[config.mk]
export PLATFORM = sky130hd
export DESIGN_NAME = slot_write_bridge_flat
export DESIGN_NICKNAME = d
export VERILOG_FILES = /design/src/rtl/slot_write_bridge_if.sv /design/src/rtl/slot_write_bridge.sv /design/src/flat_wrapper.sv
export SDC_FILE = /design/constraint.sdc
export NUM_CORES = 1
export LEC_CHECK = 0
export CAP_MARGIN = 15
export CORE_MARGIN = 5
export CORE_UTILIZATION = 55
export DETAILED_ROUTE_END_ITERATION = 7
export HOLD_SLACK_MARGIN = 0.12
export PLACE_DENSITY = 0.81
export SLEW_MARGIN = 20
export SYNTH_ARGS = -nofsm -noshare
export SYNTH_HDL_FRONTEND = slang
export SYNTH_SLANG_ARGS = --single-unit
[constraint.sdc]
create_clock -name clk -period 4.3 [get_ports clk]
set_input_delay 0.86 -clock clk [delete_from_list [all_inputs] [get_ports clk]]
set_output_delay 0.86 -clock clk [all_outputs]
set_load 0.01 [all_outputs]
[src/rtl/slot_write_bridge_if.sv]
`default_nettype none
// ============================================================================
//  Module      : slot_write_bridge_if
//  Description : Loader-side and SDRAM-side signal bundle for the write-slot
//                bridge, including phase/enable and FIFO status.
//  Revision    : 1.0 - initial release
// ============================================================================
interface slot_write_bridge_if #(
    parameter int ADDR_W     = 22,
    parameter int DATA_W     = 8,
    parameter int DIV        = 4,
    parameter int FIFO_DEPTH = 4
);
    localparam int c_PHASE_W = $clog2(DIV);
    localparam int c_LEVEL_W = $clog2(FIFO_DEPTH) + 1;

    logic                 run;
    logic                 enable;
    logic                 wr_strobe;
    logic [ADDR_W-1:0]    wr_addr;
    logic [DATA_W-1:0]    wr_data;
    logic [c_PHASE_W-1:0] phase;
    logic                 ce;
    logic                 mem_we;
    logic [ADDR_W-1:0]    mem_addr;
    logic [DATA_W-1:0]    mem_data;
    logic [c_LEVEL_W-1:0] level;
    logic                 empty;
    logic                 full;
    logic                 overflow;

    // Loader / system side drives the requests and observes the bridge.
    modport master (
        output run, enable, wr_strobe, wr_addr, wr_data,
        input  phase, ce, mem_we, mem_addr, mem_data, level, empty, full, overflow
    );

    // The bridge itself.
    modport slave (
        input  run, enable, wr_strobe, wr_addr, wr_data,
        output phase, ce, mem_we, mem_addr, mem_data, level, empty, full, overflow
    );
endinterface
`default_nettype wire

[src/rtl/slot_write_bridge.sv]
`default_nettype none
// ============================================================================
//  Module      : slot_write_bridge
//  Description : Divides clk into DIV phases, decodes SLOT_PHASE as the core
//                clock enable, buffers loader writes in a FIFO and issues at
//                most one write per slot, held for a full DIV-cycle window.
//  Revision    : 1.0 - initial release
// ============================================================================
module slot_write_bridge #(
    parameter int ADDR_W     = 22,
    parameter int DATA_W     = 8,
    parameter int DIV        = 4,
    parameter int SLOT_PHASE = 3,
    parameter int FIFO_DEPTH = 4
) (
    input  wire logic          clk,
    input  wire logic          reset_n,
    slot_write_bridge_if.slave bus
);
    localparam int c_PHASE_W = $clog2(DIV);
    localparam int c_PTR_W   = $clog2(FIFO_DEPTH);
    localparam int c_LEVEL_W = c_PTR_W + 1;
    localparam int c_ENTRY_W = ADDR_W + DATA_W;

    logic [c_PHASE_W-1:0] r_phase;
    logic [c_ENTRY_W-1:0] r_fifo [FIFO_DEPTH];
    logic [c_PTR_W-1:0]   r_wr_ptr;
    logic [c_PTR_W-1:0]   r_rd_ptr;
    logic [c_LEVEL_W-1:0] r_level;
    logic                 r_mem_we;
    logic [ADDR_W-1:0]    r_mem_addr;
    logic [DATA_W-1:0]    r_mem_data;
    logic                 r_overflow;

    logic w_slot;
    logic w_empty;
    logic w_full;
    logic w_pop;
    logic w_push;
    logic w_drop;

    // Status is derived from the registered level, so it trails events by one cycle.
    assign w_slot  = (r_phase == c_PHASE_W'(SLOT_PHASE));
    assign w_empty = (r_level == '0);
    assign w_full  = (r_level == c_LEVEL_W'(FIFO_DEPTH));
    // A pop frees the head slot in the same cycle, so a full FIFO still accepts.
    assign w_pop   = w_slot && bus.enable && !w_empty;
    assign w_push  = bus.wr_strobe && bus.enable && (!w_full || w_pop);
    assign w_drop  = bus.wr_strobe && bus.enable && w_full && !w_pop;

    assign bus.phase    = r_phase;
    assign bus.ce       = bus.run && w_slot;
    assign bus.mem_we   = r_mem_we;
    assign bus.mem_addr = r_mem_addr;
    assign bus.mem_data = r_mem_data;
    assign bus.level    = r_level;
    assign bus.empty    = w_empty;
    assign bus.full     = w_full;
    assign bus.overflow = r_overflow;

    // Free-running phase counter, independent of run and enable.
    always_ff @(posedge clk) begin
        if (!reset_n) begin
            r_phase <= '0;
        end else if (r_phase == c_PHASE_W'(DIV - 1)) begin
            r_phase <= '0;
        end else begin
            r_phase <= r_phase + c_PHASE_W'(1);
        end
    end

    // FIFO storage; the head is read combinationally, so a write to the same
    // slot on a full-FIFO pop cycle does not disturb the entry being issued.
    always_ff @(posedge clk) begin
        if (w_push) begin
            r_fifo[r_wr_ptr] <= {bus.wr_addr, bus.wr_data};
        end
    end

    // Pointers, occupancy, overflow flag and the held SDRAM write window.
    always_ff @(posedge clk) begin
        if (!reset_n) begin
            r_wr_ptr   <= '0;
            r_rd_ptr   <= '0;
            r_level    <= '0;
            r_mem_we   <= 1'b0;
            r_mem_addr <= '0;
            r_mem_data <= '0;
            r_overflow <= 1'b0;
        end else if (!bus.enable) begin
            // Flush: drop queue and any in-flight write; address/data lines hold.
            r_wr_ptr   <= '0;
            r_rd_ptr   <= '0;
            r_level    <= '0;
            r_mem_we   <= 1'b0;
            r_overflow <= 1'b0;
        end else begin
            if (w_push) begin
                r_wr_ptr <= r_wr_ptr + c_PTR_W'(1);
            end
            if (w_pop) begin
                r_rd_ptr <= r_rd_ptr + c_PTR_W'(1);
            end
            if (w_push && !w_pop) begin
                r_level <= r_level + c_LEVEL_W'(1);
            end else if (w_pop && !w_push) begin
                r_level <= r_level - c_LEVEL_W'(1);
            end
            if (w_drop) begin
                r_overflow <= 1'b1;
            end
            // Write outputs move only right after a slot, giving a DIV-cycle window.
            if (w_slot) begin
                r_mem_we <= w_pop;
                if (w_pop) begin
                    {r_mem_addr, r_mem_data} <= r_fifo[r_rd_ptr];
                end
            end
        end
    end
endmodule
`default_nettype wire

[src/flat_wrapper.sv]
// flat-port wrapper written by rule: the top's interface ports become plain ports
module slot_write_bridge_flat 
#(
    parameter int ADDR_W     = 22,
    parameter int DATA_W     = 8,
    parameter int DIV        = 4,
    parameter int SLOT_PHASE = 3,
    parameter int FIFO_DEPTH = 4
)
  (clk, reset_n, bus_run, bus_enable, bus_wr_strobe, bus_wr_addr, bus_wr_data, bus_phase, bus_ce, bus_mem_we, bus_mem_addr, bus_mem_data, bus_level, bus_empty, bus_full, bus_overflow);
  slot_write_bridge_if #(.ADDR_W(ADDR_W), .DATA_W(DATA_W), .DIV(DIV), .FIFO_DEPTH(FIFO_DEPTH)) bus_i ();
  input  wire logic clk;
  input  wire logic reset_n;
  input wire logic [$bits(bus_i.run)-1:0] bus_run;
  input wire logic [$bits(bus_i.enable)-1:0] bus_enable;
  input wire logic [$bits(bus_i.wr_strobe)-1:0] bus_wr_strobe;
  input wire logic [$bits(bus_i.wr_addr)-1:0] bus_wr_addr;
  input wire logic [$bits(bus_i.wr_data)-1:0] bus_wr_data;
  output wire logic [$bits(bus_i.phase)-1:0] bus_phase;
  output wire logic [$bits(bus_i.ce)-1:0] bus_ce;
  output wire logic [$bits(bus_i.mem_we)-1:0] bus_mem_we;
  output wire logic [$bits(bus_i.mem_addr)-1:0] bus_mem_addr;
  output wire logic [$bits(bus_i.mem_data)-1:0] bus_mem_data;
  output wire logic [$bits(bus_i.level)-1:0] bus_level;
  output wire logic [$bits(bus_i.empty)-1:0] bus_empty;
  output wire logic [$bits(bus_i.full)-1:0] bus_full;
  output wire logic [$bits(bus_i.overflow)-1:0] bus_overflow;
  assign bus_i.run = bus_run;
  assign bus_i.enable = bus_enable;
  assign bus_i.wr_strobe = bus_wr_strobe;
  assign bus_i.wr_addr = bus_wr_addr;
  assign bus_i.wr_data = bus_wr_data;
  assign bus_phase = bus_i.phase;
  assign bus_ce = bus_i.ce;
  assign bus_mem_we = bus_i.mem_we;
  assign bus_mem_addr = bus_i.mem_addr;
  assign bus_mem_data = bus_i.mem_data;
  assign bus_level = bus_i.level;
  assign bus_empty = bus_i.empty;
  assign bus_full = bus_i.full;
  assign bus_overflow = bus_i.overflow;
  slot_write_bridge #(.ADDR_W(ADDR_W), .DATA_W(DATA_W), .DIV(DIV), .SLOT_PHASE(SLOT_PHASE), .FIFO_DEPTH(FIFO_DEPTH)) u_core (.clk(clk), .reset_n(reset_n), .bus(bus_i));
endmodule
# Word-level counts from Yosys, hierarchy flattened
# Memories as Yosys holds them, arrays and structs flattened. A register that Yosys moved wholly into a read port is not among the register bits.
# Index checks and enable logic that the tools add are counted.
[totals]
register_bits = 11
ramBits = 120
input_bits = 35
output_inout_bits = 40
n_memories = 1
[memory_table]
columns = ["memory", "depth", "word_bits", "read_ports", "rd_ports_with_merged_regs", "wr", "line_no", "text"]
rows = [
  ["u_core.r_fifo", 4, 30, 1, 1, 1, "slot_write_bridge.sv:26", "logic [c_ENTRY_W-1:0] r_fifo [FIFO_DEPTH];"],
]
[classes]
addsub = 5
eq_ne = 2
mux = 4
n_bitwise = 1
reduce_logical = 20
[op_table]
columns = ["operator", "n"]
rows = [
  ["1-bit logical AND", 9],
  ["2-bit by 1-bit adder with 2-bit output, second input constant", 3],
  ["3-bit two-way mux", 2],
  ["1-bit logical NOT", 5],
  ["3-bit by 1-bit adder with 3-bit output, second input constant", 1],
  ["3-bit equality test, second input constant", 1],
  ["3-bit logical NOT", 1],
  ["3-bit AND reduction", 1],
  ["3-bit by 1-bit subtractor with 3-bit output, second input constant", 1],
  ["2-bit equality test, second input constant", 1],
  ["1-bit two-way mux", 2],
  ["2-bit AND reduction", 1],
  ["2-bit nonzero test", 1],
  ["2-bit OR reduction", 1],
  ["1-bit logical OR", 1],
  ["1-bit NOT", 1],
]

# Longest topological paths before layout
[logic_depth]
ltp_word = 9
ltp_mapped = 9
ltp_nobuf = 9

# Least setup slack after synthesis
# No wires, ideal clock.
[synth_timing]
path_kind = "input to register"
from = "in bus_wr_strobe"
to = "reg u_core.r_level[2] (netlist: u_core.bus.level[2])"
setup_ns = 0.071
t_arrival_ns = 2.506
t_required_ns = 4.229
setup_slack_ns = 1.723
cell_stages = 8
n_path_buf = 0
path_cell_list = "and2_0 > and2_4 > ha_1 > inv_1 > fa_1 > xor2_1 > or3_2 > a21oi_1"
[synth_via]
elab_chain_len = 5
word_cells_on_any_way = 7
[synth_lines]
columns = ["element", "line_no", "text"]
rows = [
  ["from (decl)", "flat_wrapper.sv:16", "input wire logic [$bits(bus_i.wr_strobe)-1:0] bus_wr_strobe;"],
  ["1-bit logical AND * (2 in a row)", "slot_write_bridge.sv:48", "assign w_push = bus.wr_strobe && bus.enable && (!w_full || w_pop);"],
  ["named net u_core.w_push", "slot_write_bridge.sv:39", "logic w_push;"],
  ["1-bit logical NOT", "slot_write_bridge.sv:106", "end else if (w_pop && !w_push) begin"],
  ["1-bit logical AND", "slot_write_bridge.sv:106", ""],
  ["2-bit nonzero test (no source line)", "-", ""],
  ["to (signal assigned)", "slot_write_bridge.sv:105", "r_level <= r_level + c_LEVEL_W'(1);"],
  ["to (signal assigned)", "slot_write_bridge.sv:107", "r_level <= r_level - c_LEVEL_W'(1);"],
  ["to (decl)", "slot_write_bridge.sv:29", "logic [c_LEVEL_W-1:0] r_level;"],
]
# The timed path passes the listed nets; every way through them passes the cells marked *.
# A chain may end at the register's enable or synchronous reset.

# Worst setup path after layout
[layout_timing]
from = "in bus_enable"
to = "reg u_core.r_level[2] (netlist: u_core.bus.level[2])"
[layout_via]
elab_chain_len = 7
word_cells_on_any_way = 12
[layout_lines]
columns = ["element", "line_no", "text"]
rows = [
  ["from (decl)", "flat_wrapper.sv:15", "input wire logic [$bits(bus_i.enable)-1:0] bus_enable;"],
  ["1-bit logical AND (2 in a row)", "slot_write_bridge.sv:47", "assign w_pop = w_slot && bus.enable && !w_empty;"],
  ["1-bit logical OR", "slot_write_bridge.sv:48", ""],
  ["1-bit logical AND *", "slot_write_bridge.sv:48", ""],
  ["named net u_core.w_push", "slot_write_bridge.sv:39", ""],
  ["1-bit logical NOT", "slot_write_bridge.sv:106", ""],
  ["1-bit logical AND", "slot_write_bridge.sv:106", ""],
  ["2-bit nonzero test (no source line)", "-", ""],
]
# Marks and branches as above.

==> impl_metrics.ini <==
[outcome]
outcome = finished, final reports clean

[floorplan]
dieWidth_um = 112.8
die-area_um2 = 12730
ios = 75
initial_utilization_pct = 56.31
core.rowCount = 37
core_area_um2 = 10320
die_h_um = 112.8

[global_route]
grt_pass1_vias = 3183
grt_pass1_wl_um = 17530
track_usage_pct = 18.19
grt_max_degree = 33
overflow = 0
antenna_found_initial = 0

[logic_synthesis]
synthAdderAreaFrac_pct = 1.636
syn_area_um2 = 5813
synth.distinct_cells = 31
muxShareOfSynthArea_pct = 11.97
yosys.area_share.xor_xnor_pct = 0.4520
synth_top_family_by_area = multiplexers
synth_nets = 326
ys_warn_count = 0
yosysSeqAreaShare_pct = 76.11
synth-main-ff-cell = edfxtp_1
syn_inst = 284
synth_edf_count = 120
synth-simple-area-share_pct = 2.647
async_flop_share_pct = 0
synth-compound-area-share_pct = 5.725
syn_avg_cell_area_um2 = 20.47
synth-seq-cells = 161

[worst_setup_path]
critPathSlowestCell = clkdlybuf4s50_1
cp-start-kind = input pin
endpoint_kind = flop
max_stage_delay_ns = 0.58
crit_arrival_ns = 3.28
crit_fanout = 7
path_cells = clkdlybuf4s50_1, and2_0, and2_4, ha_1, inv_1, fa_1, xor2_1, or3_2, a21oi_1
cp.required_ns = 4.75
crit_type = input pin to flop

[clocking]
ctsHoldBuffers = 0
path_clk_slew_ns = 0.07
cts_setup_buffers = 0
htree_levels = 4
cts.root.buffer_cell = clkbuf_8
cts_tree = yes
cts_buffers = 17
clock_sinks = 161
clk_path_buf_depth = 2
clkLatencyLatePin_ns = 0.51
cts_resized = 0

[run]
maxCapViolCount = 0

[placed_design]
io_buffers = 74
placedInstanceArea_um2 = 6688
place_hpwl_um = 6161
gp_congestion = 0.7769

[power_and_ir_drop]
p_leak_nw = 2.390
vdd_drop_max_mv = 0.3152
powerDensity_nw_per_um2 = 455.6

[timing]
fin_skew_ns = 0.01171
fin_crit_ns = 2.835
tns_ns = 0
max_freq_ghz = 0.3528
drv_slew = 0
finalSetupViolCount = 0
hold_violations = 0
slew_headroom_pct = 42.72
tightest_slew_ns = 0.8592
rsz0062_at_grt = false
finalCritPeriodShare_pct = 65.92

[detailed_routing]
ant_nets = 0
drc_errors = 0
routedWlPerCell_um = 21.00
via_per_inst = 5.725
drt_iter0_drc = 284
routed_wirelength_um = 10860
vias = 2960
drt_first_pass_iters = 4

[cells_and_area]
nets = 410
fin_area_um2 = 7287
n_antenna_cell = 0
drive_above_1_share_pct = 19.69
syn2layout_area_growth_pct = 25.36
final_common_cell = edfxtp_1
final_util_pct = 70.59
mostFrequentLayoutCells = 120 x edfxtp_1, 74 x clkdlybuf4s50_1, 39 x dfxtp_1, 30 x mux4_2, 30 x a22o_1

[worst_hold_path]
min_path_type = flop to flop
[cell usage after synthesis, drive strengths merged, types with 2 or more instances]
library cell  number  area share (%)
a21oi              4            0.34
a22o              30             4.5
and2               4            0.47
and3               5            0.62
buf                9            0.95
clkbuf             3            0.19
dfxtp             41              14
edfxtp           120              62
ha                 6             1.3
inv                5            0.32
mux2i              2            0.34
mux4              30              12
nand2              2            0.13
nand3              3            0.26
nor2               4            0.26
nor3               2            0.17
nor3b              2            0.26
o21ai              2            0.17
or3                2            0.24
xor2               2            0.30
[worst max-delay path, delay by kind of cell]
| family | cells | cell delay (ns) |
|---|---|---|
| simple gates | 3 | 0.94 |
| buf+inv | 2 | 0.64 |
| fa+ha+maj | 2 | 0.54 |
| xor+xnor | 1 | 0.15 |
| compound gates | 1 | 0.14 |
[layout make-up]
| class | instances | area, µm² |
|---|---|---|
| flip-flops and latches | 161 | 4429 |
| clock inverters | 14 | 178.9 |
| fillers | 631 | 3037 |
| repair buffers | 77 | 763.2 |
| clock buffers | 18 | 417.9 |
| well taps | 136 | 170.2 |
| multi-input cells | 106 | 1309 |
| inverters | 5 | 18.77 |
[registers in the layout (all words and copies together) (netlist names)]
name and flops:
u_core.bus.phase 2, u_core.r_fifo 120, u_core.bus.mem_data 8, u_core.bus.level 3
u_core.r_rd_ptr 2, u_core.bus.mem_addr 22, u_core.r_wr_ptr 2, u_core.bus.overflow 1
u_core.bus.mem_we 1
[per-layer routing]
metal | global-route usage, % | up-vias | part of all wire [%]
met5 | 0 | - | 0
met4 | 4.247 | 0 | 0.44
met3 | 5.936 | 7 | 6.4
met2 | 29.23 | 100 | 51
met1 | 24.53 | 1519 | 43
li1 | - | 1334 | -
[cells by family after synthesis]
group           after synthesis
flops                       161
compound gates               39
mux                          32
simple gates                 25
buf+inv                      17
fa+ha+maj                     7
xor+xnor                      3
[stage by stage]
stage,setup WS (ns),instances,total power [W],hold slack [ns]
5_1_grt,1.356,517,0.003432,0.4801
6_report,1.465,517,0.003320,0.4535
3_5_place_dp,0.9579,485,0.001855,0.4495
4_1_cts,1.474,517,0.003345,0.4582
2_1_floorplan,1.723,284,0.001782,0.4805
3_3_place_gp,1.037,485,0.001850,0.4392
[report_power, final]
| group | internal (W) | switching [W] |
|---|---|---|
| sequential | 0.00169 | 0.0000106 |
| combinational | 0.0000628 | 0.0000566 |
| clock | 0.000893 | 0.000605 |
[worst paths after layout]
kind	from	to	slack, ns	cells after the start
max	bus_enable	u_core.bus.level[2]	1.47	9
min	u_core.bus.phase[0]	u_core.bus.phase[0]	0.45	1
max reg2reg	u_core.bus.phase[0]	u_core.bus.level[2]	1.76	9
min reg2reg	u_core.bus.phase[0]	u_core.bus.phase[0]	0.45	1
Note: power is estimated with default switching activity, not from simulation.
